$ cat src/rtl/fetch_unit.sv
// Instruction fetch front end: PC, imem read issue, in-order buffer, redirect.
// Ports: clk/rst_n, imem req/rsp, redirect_valid/pc, instr_valid/ready/instr/pc.
module fetch_unit #(
  parameter logic [31:0] RESET_PC  = 32'h0000_0000,
  parameter int          BUF_DEPTH = 4
) (
  input  logic        clk,
  input  logic        rst_n,
  output logic        imem_req_valid,
  input  logic        imem_req_ready,
  output logic [31:0] imem_req_addr,
  input  logic        imem_rsp_valid,
  input  logic [31:0] imem_rsp_data,
  input  logic        redirect_valid,
  input  logic [31:0] redirect_pc,
  output logic        instr_valid,
  input  logic        instr_ready,
  output logic [31:0] instr,
  output logic [31:0] instr_pc
);

  localparam int PW = $clog2(BUF_DEPTH);
  localparam int CW = PW + 1;
  localparam int DW = $clog2(BUF_DEPTH * 2) + 1;

  typedef enum logic {BOOT, RUN} state_t;

  state_t               state;
  logic [31:0]          pc;
  logic [31:0]          ent_pc   [BUF_DEPTH];
  logic [31:0]          ent_data [BUF_DEPTH];
  logic [BUF_DEPTH-1:0] ent_filled;
  logic [PW-1:0]        head;
  logic [PW-1:0]        tail;
  logic [PW-1:0]        fptr;
  logic [CW-1:0]        cnt;
  logic [CW-1:0]        unf;
  logic [DW-1:0]        drop_cnt;
  logic                 out_valid;
  logic [31:0]          out_instr;
  logic [31:0]          out_pc;

  logic          pop;
  logic          acc;
  logic          drop_now;
  logic          fill_now;
  logic [PW-1:0] head_n;
  logic          fill_head_n;
  logic          nxt_filled;
  logic [31:0]   nxt_data;
  logic          unused_ok;

  assign unused_ok = ^redirect_pc[1:0];

  always_comb begin
    pop            = out_valid && instr_ready;
    imem_req_valid = (state == RUN) && !redirect_valid &&
                     ((cnt - CW'(pop)) < CW'(BUF_DEPTH));
    acc            = imem_req_valid && imem_req_ready;
    drop_now       = imem_rsp_valid && (drop_cnt != '0);
    fill_now       = imem_rsp_valid && (drop_cnt == '0) &&
                     (unf != '0);
    head_n         = head + PW'(pop);
    // Output registers track the head as it will be after this edge
    fill_head_n    = fill_now && (fptr == head_n);
    nxt_filled     = ent_filled[head_n] || fill_head_n;
    nxt_data       = fill_head_n ? imem_rsp_data
                                 : ent_data[head_n];
  end

  assign imem_req_addr = pc;
  assign instr_valid   = out_valid;
  assign instr         = out_instr;
  assign instr_pc      = out_pc;

  always_ff @(posedge clk or negedge rst_n) begin
    if (!rst_n) begin
      state      <= BOOT;
      pc         <= RESET_PC;
      head       <= '0;
      tail       <= '0;
      fptr       <= '0;
      cnt        <= '0;
      unf        <= '0;
      drop_cnt   <= '0;
      ent_filled <= '0;
      out_valid  <= 1'b0;
      out_instr  <= '0;
      out_pc     <= '0;
    end else begin
      state <= RUN;
      if (redirect_valid) begin
        pc         <= {redirect_pc[31:2], 2'b00};
        head       <= '0;
        tail       <= '0;
        fptr       <= '0;
        cnt        <= '0;
        unf        <= '0;
        ent_filled <= '0;
        out_valid  <= 1'b0;
        // Every unfilled request still owes a response we must eat
        drop_cnt   <= drop_cnt - DW'(drop_now)
                    + DW'(unf) - DW'(fill_now);
      end else begin
        if (acc) begin
          pc   <= pc + 32'd4;
          tail <= tail + PW'(1);
        end
        head     <= head_n;
        fptr     <= fptr + PW'(fill_now);
        cnt      <= cnt + CW'(acc) - CW'(pop);
        unf      <= unf + CW'(acc) - CW'(fill_now);
        drop_cnt <= drop_cnt - DW'(drop_now);
        if (pop)
          ent_filled[head] <= 1'b0;
        if (fill_now)
          ent_filled[fptr] <= 1'b1;
        out_valid <= nxt_filled;
        if (nxt_filled) begin
          out_instr <= nxt_data;
          out_pc    <= ent_pc[head_n];
        end
      end
    end
  end

  always_ff @(posedge clk) begin
    if (acc)
      ent_pc[tail] <= pc;
    if (fill_now && !redirect_valid)
      ent_data[fptr] <= imem_rsp_data;
  end

endmodule

$ cat config.mk
export PLATFORM = sky130hd
export DESIGN_NAME = fetch_unit
export DESIGN_NICKNAME = d
export VERILOG_FILES = /design/src/rtl/fetch_unit.sv
export SDC_FILE = /design/constraint.sdc
export NUM_CORES = 1
export LEC_CHECK = 0
export BUFFER_PORTS_ARGS = -buffer_cell sky130_fd_sc_hd__buf_2
export CAP_MARGIN = 40
export CORE_ASPECT_RATIO = 1.1
export CORE_MARGIN = 3
export CORE_UTILIZATION = 55
export CTS_CLUSTER_SIZE = 8
export DETAILED_ROUTE_END_ITERATION = 8
export PLACE_DENSITY = 0.82
export SLEW_MARGIN = 20
export SYNTH_ARGS = -nofsm -noshare
export SYNTH_HDL_FRONTEND = slang
export SYNTH_SLANG_ARGS = --single-unit
$ cat constraint.sdc
create_clock -name clk -period 6.1 [get_ports clk]
set_clock_uncertainty 0.05 [all_clocks]
set_input_delay 0.61 -clock clk [delete_from_list [all_inputs] [get_ports clk]]
set_output_delay 0.61 -clock clk [all_outputs]
set_load 0.005 [all_outputs]
# Word level (Yosys, flattened, before mapping)
# Memories as Yosys holds them, arrays and structs flattened. A register that Yosys moved wholly into a read port is not among the register bits.
# Index checks and enable logic that the tools add are counted.
[totals]
word_cells = 79
register_bits = 54
n_memories = 2
output_inout_bits = 98
mem_bits_rw = 256
[memory_table]
columns = ["memory", "depth", "width", "rd", "rd_clocked_by_memory_dff", "write_ports", "line_no", "text"]
rows = [
  ["ent_data", 4, 32, 1, 1, 1, "31", "logic [31:0] ent_data [BUF_DEPTH];"],
  ["ent_pc", 4, 32, 1, 1, 1, "30", "logic [31:0] ent_pc [BUF_DEPTH];"],
]
[op_classes]
n_eq_ne = 1
addsub = 12
n_reduce_logical = 20
n_lt_le_gt_ge = 6
bitwise = 4
muxes = 24
[op_table]
columns = ["op", "count"]
rows = [
  ["32-bit 2-to-1 mux", 2],
  ["32-bit by 3-bit adder with 32-bit output, second input constant", 1],
  ["4-bit 2-to-1 mux", 5],
  ["1-bit logical AND", 11],
  ["2-bit by 3-bit less-than comparator with 1-bit output, second input constant", 3],
  ["3-bit by 1-bit subtractor with 3-bit output", 3],
  ["1-bit 2-to-1 mux", 8],
  ["2-bit 2-to-1 mux", 4],
  ["4-bit by 1-bit subtractor with 4-bit output", 2],
  ["3-bit by 1-bit adder with 3-bit output", 2],
  ["3-bit 2-to-1 mux", 2],
  ["2-bit by 1-bit adder with 2-bit output", 2],
  ["4-bit by 3-bit adder with 4-bit output", 1],
  ["4-bit AND", 1],
  ["1-bit demux with 2-bit select", 2],
  ["2-bit by 1-bit greater-or-equal comparator with 1-bit output, second input constant", 2],
  ["4-bit logical NOT", 1],
  ["4-bit inverter", 1],
  ["4-bit bitwise OR", 1],
  ["4-bit nonzero test", 1],
  ["1-bit logical NOT", 3],
  ["3-bit less-than comparator, second input constant", 1],
  ["3-bit nonzero test", 1],
  ["2-bit by 1-bit adder with 2-bit output, second input constant", 1],
  ["other kinds (6)", 6],
]

# Logic depth before layout (Yosys ltp)
# Gate-level depths: netlist of run 1.
[logic_depth]
depth_word = 11
ltp_mapped = 13
mapped_depth_nobuf = 13

# Least setup slack after synthesis of run 1
# No wires, ideal clock.
[synth_path]
kind = "register to register"
startpoint = "reg drop_cnt[1]"
endpoint = "mem ent_data[0][0], enable pin"
setup_ns = 0.505
n_path_buf = 0
arrival_time_ns = 4.070
stages_incl_launch_ff = 4
period_less_slack_ns = 4.625
path_slack_ns = 1.475
path_cell_list = "dfrtp_1 nor4_1 nand3_1 nor4_1"
[synth_via]
elab_chain_cells = 6
[synth_lines]
columns = ["item", "line_no", "text"]
rows = [
  ["start, declared", "38", "logic [DW-1:0] drop_cnt;"],
  ["start signal, assigned", "102", "drop_cnt <= drop_cnt - DW'(drop_now)"],
  ["start signal, assigned", "113", "drop_cnt <= drop_cnt - DW'(drop_now);"],
  ["4-bit logical NOT", "61", "fill_now = imem_rsp_valid && (drop_cnt == '0) &&"],
  ["1-bit logical AND (2 in a row)", "61", ""],
  ["1-bit logical AND", "130", "if (fill_now && !redirect_valid)"],
  ["1-bit 2-to-1 mux", "130", ""],
  ["1-bit 2-to-1 mux (implied by the code)", "131", "ent_data[fptr] <= imem_rsp_data;"],
  ["end, declared", "31", ""],
]
# Every way passes these cells.

# Worst setup path in the final report of run 1
[layout_path]
startpoint = "reg out_valid, in the netlist instr_valid"
endpoint = "reg out_pc[11], in the netlist instr_pc[11] (read register of ent_pc)"
[layout_via]
elab_chain_cells = 6
elab_cells_between_ends = 8
classes_between = "add/sub: 1; eq/ne: 1; mux: 2; reduce/logical: 4"
[layout_lines]
columns = ["item", "line_no", "text"]
rows = [
  ["start, declared", "39", "logic out_valid;"],
  ["start signal, assigned", "118", "out_valid <= nxt_filled;"],
  ["1-bit logical AND *", "56", "pop = out_valid && instr_ready;"],
  ["2-bit by 1-bit adder with 2-bit output *", "63", "head_n = head + PW'(pop);"],
  ["1-bit binary-select mux with 2-bit select or 2-bit equality test (tied branches)", "66, 65", ""],
  ["1-bit 2-to-1 mux (implied by the code) or 1-bit logical AND (tied branches)", "66, 65", ""],
  ["1-bit logical OR", "66", "nxt_filled = ent_filled[head_n] || fill_head_n;"],
  ["2-bit AND reduction (no line)", "-", ""],
  ["end, declared", "41", "logic [31:0] out_pc;"],
]
# Mark *: on every way between the ends. The rest lies on a longest branch, timed or not. The select of a mux whose other input is x is not followed.
# A chain may end at the register's enable or synchronous reset.

==> flow_metrics.env, run 1 <==
export IMPL_syn_cell_area_mm2=0.0148
export IMPL_grt_max_degree=63
export IMPL_clk_pin_slew_ns=0.05
export IMPL_slowest_stage="ha_4"
export IMPL_post_cts_resized=0
export IMPL_setup_tns_final_ns=0
export IMPL_synth_top_area_share_pct=50.5
export IMPL_wl_um=30600
export IMPL_clockRootBuffer="clkbuf_16"
export IMPL_status="finished clean"
export IMPL_drc=0
export IMPL_grtUsageTotal_pct=21.6
export IMPL_finalSetupViolCount=0
export IMPL_place_congestion=0.806
export IMPL_rsz0062_at_grt="false"
export IMPL_min_period_ns=3.39
export IMPL_grt_pass1_wl_um=48300
export IMPL_maxCapViolCount=0
export IMPL_yosysTopAreaCell="edfxtp_1"
export IMPL_antenna_found_initial=1
export IMPL_slew_viol_final=0
export IMPL_p_leak_nw=6.79
export IMPL_fp_row_count=62
export IMPL_dp_hpwl_um=18200
export IMPL_hold_viol=0
export IMPL_end_kind="flip-flop"
export IMPL_yosysMostFrequentCell="edfxtp_1"
export IMPL_r2r_slack_ns=2.71
export IMPL_arrival_ns=3.77
export IMPL_multiInputGateArea_mm2=0.00415
export IMPL_syn_to_final_growth_pct=18.4
export IMPL_h_tree_depth=2
export IMPL_cp_num_buf_inv=3
export IMPL_final_nets=1120
export IMPL_crit_type="reg -> reg"
export IMPL_clk_latency_ns=0.57
export IMPL_numCtsBuffers=51
export IMPL_vias=8210
export IMPL_path_max_fanout=34
export IMPL_dieArea_mm2=0.0288
export IMPL_first_iter_violations=657
export IMPL_die_h_um=178
export IMPL_cts_sinks=362
export IMPL_ff_latch_area_mm2=0.0103
export IMPL_fp_dieW_um=162
export IMPL_place_ws_ns=2.32
export IMPL_fmax_mhz=295
export IMPL_fin_crit_sh_pct=55.5
export IMPL_synthTopCellsByArea="edfxtp_1, dfrtp_1, mux4_2"
export IMPL_fill_cells=1732
export IMPL_ys_warn_count=0
export IMPL_postLayoutCellArea_mm2=0.0175
export IMPL_powerDensity_mw_per_mm2=344
export IMPL_io_buffers=161
export IMPL_ir_worst_vdd_v=0.000255
export IMPL_hold_path_depth=3
export IMPL_syn_area_per_cell_um2=17.6
export IMPL_yosysSeqAreaShare_pct=69.8
export IMPL_synth_cell_types=46
export IMPL_synthCells=837
export IMPL_clock_path_buffers=3
export IMPL_rr_worst_depth=9
export IMPL_grt_pass1_vias=8537
export IMPL_synth_edf_count=248
export IMPL_vias_per_cell=5.79
export IMPL_cts_tree="done"
export IMPL_ant_nets=0
export IMPL_layout_drive_gt1_share_pct=31.6
export IMPL_wl_per_cell_um=21.6
export IMPL_crit_required_ns=6.48
export IMPL_core_area_mm2=0.0263
export IMPL_worst_pin_slew_ns=0.843
export IMPL_hp_class="in -> reg"
export IMPL_async_flop_share_pct=31.5
export IMPL_synth_seq_cells=362
export IMPL_slew_headroom_pct=42.2
export IMPL_critPathMaxStageDelay_ns=0.72
export IMPL_power_total_mw=6.02
export IMPL_finalWorstSetupSlack_ns=2.71
export IMPL_drt_first_pass_iters=5
export IMPL_overflow=0
export IMPL_path_depth=9
export IMPL_io_pins=168
export IMPL_postCtsSetupRepairBufs=0
export IMPL_start_util_pct=56.1
export IMPL_num_antenna_cells=0
export IMPL_path_cells="nand2_1, inv_1, ha_4, mux4_2, a21oi_1, or2_1, buf_4, inv_4, mux2_4"
export IMPL_placed_area_mm2=0.0160
export IMPL_ys_flop_type="edfxtp_1"
export IMPL_critPathTopFamily="buffers and inverters"
export IMPL_cp_start_kind="flip-flop"
export IMPL_synth_common_cells="edfxtp_1, dfrtp_1, mux4_2"
## routing by layer
metal | vias up | GRT usage [%] | routed length [µm]
met5 | - | 0 | 7
met4 | 2 | 6.15 | 603
met3 | 61 | 4.74 | 2580
met2 | 351 | 35.6 | 15300
met1 | 4184 | 29.6 | 12100
li1 | 3612 | - | -
## layout make-up
cell class	count	share of cell area, %
flip-flops and latches	362	59.0
multi-input cells	409	23.7
clock inverters	3	0.337
repair buffers	182	5.77
clock buffers	87	8.20
inverters	22	0.487
well taps	352	2.52
## where the power goes
| part | total [mW] | internal (mW) | switching [mW] | leakage, nW |
|---|---|---|---|---|
| combinational | 0.549 | 0.292 | 0.257 | 2.34 |
| clock | 2.59 | 1.58 | 1.00 | 0.707 |
| sequential | 2.88 | 2.77 | 0.111 | 3.74 |
| total | 6.02 | 4.65 | 1.37 | 6.79 |
## per-stage QoR
stage               utilization, %  hold slack (ns)  cells
floorplan                        -            0.264    840
global placement              60.5            0.419   1322
detailed placement            60.7            0.421   1325
CTS                           66.4            0.186   1416
global route                  66.4            0.209   1417
finish                        66.4            0.202   1417
## kinds of logic (layout without fill, tap and decap cells)
kind of cell,after synthesis,in the layout,synth area share [%]
fa+ha+maj,22,22,2.02
mux,100,100,13.1
simple gates,165,165,6.14
flops,362,362,69.8
compound gates,73,73,3.68
other cells,2,5,0.0509
xor+xnor,44,44,2.84
buf+inv,69,294,2.33
## cells in the final DEF (no fill, tap or decap), drive strengths merged, types with 2 or more instances in the layout
cell	count
edfxtp	248
buf	180
dfrtp	114
clkbuf	88
mux4	63
nand2	42
and2	38
o21ai	33
a221o	31
mux2	31
xnor2	24
inv	23
xor2	19
ha	19
and3	15
nand3	13
nor2	13
nand4	12
nor4	11
and4	6
mux2i	6
nor2b	5
conb	5
a31o	4
or3	3
a21oi	3
fa	3
clkinv	2
## tightest hold or removal path: cells and delay by family
kind / cells / cell delay (ns)
AOI/OAI and AO/OA: 1 / 0.06
buffers and inverters: 1 / 0.07
and+or+nand+nor: 1 / 0.04
## timing repair
action / in CTS / in global routing
hold buffers: 1 / 0
setup endpoints to repair: 0 / 0
hold endpoints to repair: 19 / 0
## state kept, by name, summed over array words and instances, names as in the netlist
signal / count
fptr: 2
imem_req_addr: 30
ent_data: 128
ent_pc: 120
instr_pc: 30
drop_cnt: 4
ent_filled: 4
instr_valid: 1
cnt: 3
state: 1
tail: 2
head: 2
unf: 3
instr: 32
## worst paths after layout
kind | start | end
max | instr_valid | instr_pc[11]
min | redirect_pc[4] | imem_req_addr[4]
max reg2reg | instr_valid | instr_pc[11]
min reg2reg | instr_pc[15] | instr_pc[15]
max in group asynchronous | rst_n | imem_req_addr[10]
min in group asynchronous | rst_n | instr[10]
Note: power is estimated with default switching activity, not from simulation.
==> run 2: changes to the inputs <==
--- a/config.mk
+++ b/config.mk
@@ -9,7 +9,7 @@
 export CAP_MARGIN = 40
 export CORE_ASPECT_RATIO = 1.1
 export CORE_MARGIN = 3
-export CORE_UTILIZATION = 55
+export CORE_UTILIZATION = 53
 export CTS_CLUSTER_SIZE = 8
 export DETAILED_ROUTE_END_ITERATION = 8
 export PLACE_DENSITY = 0.82
==> constraint.sdc (replaced) <==
create_clock -name clk -period 3.04 [get_ports clk]
set_clock_uncertainty 0.05 [all_clocks]
set_input_delay 0.304 -clock clk [delete_from_list [all_inputs] [get_ports clk]]
set_output_delay 0.304 -clock clk [all_outputs]
set_load 0.005 [all_outputs]
==> run 2 against run 1 <==
  * Power increased by 100%
  * Cell count increased by 5.6%
  * Setup slack lost 2.5 ns
  * Clock power up 100%
  * Global-route usage up 0.50 points
  * Via count is 6.2% higher
==> flow_metrics.env, run 2 (synthesis results as in run 1) <==
export IMPL_crit_reg2reg_capture="drop_cnt[3]"
export IMPL_place_ws_ns=0.149
export IMPL_min_to="instr[0]"
export IMPL_critPathTopFamily="simple AND/OR/NAND/NOR gates"
export IMPL_rr_startpoint="drop_cnt[1]"
export IMPL_dp_hpwl_um=18400
export IMPL_critPathMostFrequentCell="ha_1"
export IMPL_highest_layer="met5"
export IMPL_fp_row_count=63
export IMPL_drc=0
export IMPL_hold_path_depth=3
export IMPL_largest_reg_flops=128
export IMPL_core_area_mm2=0.0272
export IMPL_hp_class="in -> reg"
export IMPL_pwr_share_comb_pct=9.7
export IMPL_path_cells="nor4_2, nor2b_1, ha_1, inv_1, or3_1, and2_1, ha_1, inv_1, ha_1, a21oi_1, xnor2_1, nand2_1, xnor2_1"
export IMPL_vias=8717
export IMPL_rr_worst_depth=13
export IMPL_clk_latency_ns=0.57
export IMPL_p_leak_nw=7.10
export IMPL_slowest_stage="dfrtp_1"
export IMPL_ir_worst_vdd_v=0.000485
export IMPL_finalWorstSetupSlack_ns=0.231
export IMPL_syn_to_final_growth_pct=23.4
export IMPL_critPathMaxStageDelay_ns=0.40
export IMPL_status="finished clean"
export IMPL_first_iter_violations=792
export IMPL_setup_tns_final_ns=0
export IMPL_numCtsBuffers=51
export IMPL_ff_latch_area_mm2=0.0103
export IMPL_crit_required_ns=3.42
export IMPL_postLayoutCellArea_mm2=0.0182
export IMPL_largest_register="ent_data"
export IMPL_sw_frac_of_total_pct=23.2
export IMPL_die_h_um=181
export IMPL_end_kind="flip-flop"
export IMPL_cp_start_kind="flip-flop"
export IMPL_rsz0062_at_grt="false"
export IMPL_numPlacedInstances=1338
export IMPL_postCtsSetupRepairBufs=0
export IMPL_hold_viol=0
export IMPL_holdCritStartpoint="redirect_valid"
export IMPL_fp_dieW_um=165
export IMPL_cp_num_buf_inv=2
export IMPL_vias_per_cell=5.82
export IMPL_place_congestion=0.798
export IMPL_fin_crit_sh_pct=92.4
export IMPL_pwr_share_seq_pct=47.4
export IMPL_final_common_cell="edfxtp_1"
export IMPL_grtUsageTotal_pct=22.1
export IMPL_pwr_share_clk_pct=42.8
export IMPL_placed_area_mm2=0.0160
export IMPL_num_antenna_cells=0
export IMPL_internal_power_mw=9.38
export IMPL_wl_per_cell_um=22.0
export IMPL_r2r_slack_ns=0.23
export IMPL_io_buffers=161
export IMPL_fin_cells=1497
export IMPL_cts_sinks=362
export IMPL_slew_viol_final=0
export IMPL_slew_headroom_pct=49.3
export IMPL_worst_pin_slew_ns=0.761
export IMPL_multiInputGateArea_mm2=0.00416
export IMPL_power_total_mw=12.2
export IMPL_finalSetupViolCount=0
export IMPL_start_util_pct=54.3
export IMPL_h_tree_depth=2
export IMPL_clockRootBuffer="clkbuf_16"
export IMPL_antenna_found_initial=2
export IMPL_arrival_ns=3.19
export IMPL_wl_met2_um=16500
export IMPL_switchingPower_mw=2.84
export IMPL_wl_met1_um=12700
export IMPL_dieArea_mm2=0.0299
export IMPL_overflow=0
export IMPL_grt_max_degree=74
export IMPL_layout_drive_gt1_share_pct=30.3
export IMPL_maxCapViolCount=0
export IMPL_path_max_fanout=4
export IMPL_grt_pass1_wl_um=50800
export IMPL_grt_pass1_vias=9130
export IMPL_fill_cells=1693
export IMPL_whs_ns=0.0757
export IMPL_final_nets=1189
export IMPL_min_period_ns=2.81
export IMPL_drt_first_pass_iters=5
export IMPL_ant_nets=0
export IMPL_crit_type="reg -> reg"
export IMPL_clock_path_buffers=3
export IMPL_cts_tree="done"
export IMPL_met3_wirelength_um=2840
export IMPL_clk_pin_slew_ns=0.05
export IMPL_fmax_mhz=356
export IMPL_io_pins=168
export IMPL_final_cell_mix="edfxtp_1, buf_2, dfrtp_1"
export IMPL_powerDensity_mw_per_mm2=671
export IMPL_wl_um=33000
export IMPL_fin_util_pct=66.9
-- run 2: routing by layer --
layer | up-vias | track usage (%)
met4 | 4 | 6.91
met1 | 4418 | 28.6
met3 | 82 | 5.25
li1 | 3765 | -
met2 | 448 | 37.2
met5 | - | 0
-- run 2: final cells by class --
class	count	area share (%)
inverters	22	0.467
multi-input cells	409	22.9
repair buffers	251	9.29
flip-flops and latches	362	56.6
well taps	357	2.45
clock buffers	92	7.86
clock inverters	4	0.488
-- run 2: worst max-delay path by stage --
stage	startpoint	end	cells after the start
detailed placement	drop_cnt[1]	drop_cnt[3]	12
CTS	drop_cnt[1]	drop_cnt[3]	12
global route	drop_cnt[1]	drop_cnt[3]	13
finish	drop_cnt[1]	drop_cnt[3]	13
floorplan	drop_cnt[1]	ent_data[1][0]	4
global placement	drop_cnt[1]	drop_cnt[3]	12
-- run 2: power by group through the flow --
stage | Combinational [mW] | Sequential [mW] | Clock, mW
floorplan | 0.670 | 5.83 | 0
global placement | 1.07 | 5.85 | 0
detailed placement | 1.11 | 5.87 | 0
CTS | 1.19 | 5.78 | 5.31
global route | 1.33 | 5.82 | 5.56
finish | 1.19 | 5.80 | 5.23
-- run 2: worst reg2reg max path: stages, from the launching register on --
cell and delay (ns):
dfrtp_1 0.40, nor4_2 0.08, nor2b_1 0.18, ha_1 0.19, inv_1 0.05, or3_1 0.39, and2_1 0.20, ha_1 0.27
inv_1 0.04, ha_1 0.31, a21oi_1 0.17, xnor2_1 0.13, nand2_1 0.08, xnor2_1 0.16
-- run 2: what timing repair did --
item                                   4_1_cts  5_1_grt
hold buffers                                63        0
setup endpoints to repair                    0        1
endpoints found under the hold margin      216        0
gates resized for setup                      0        1
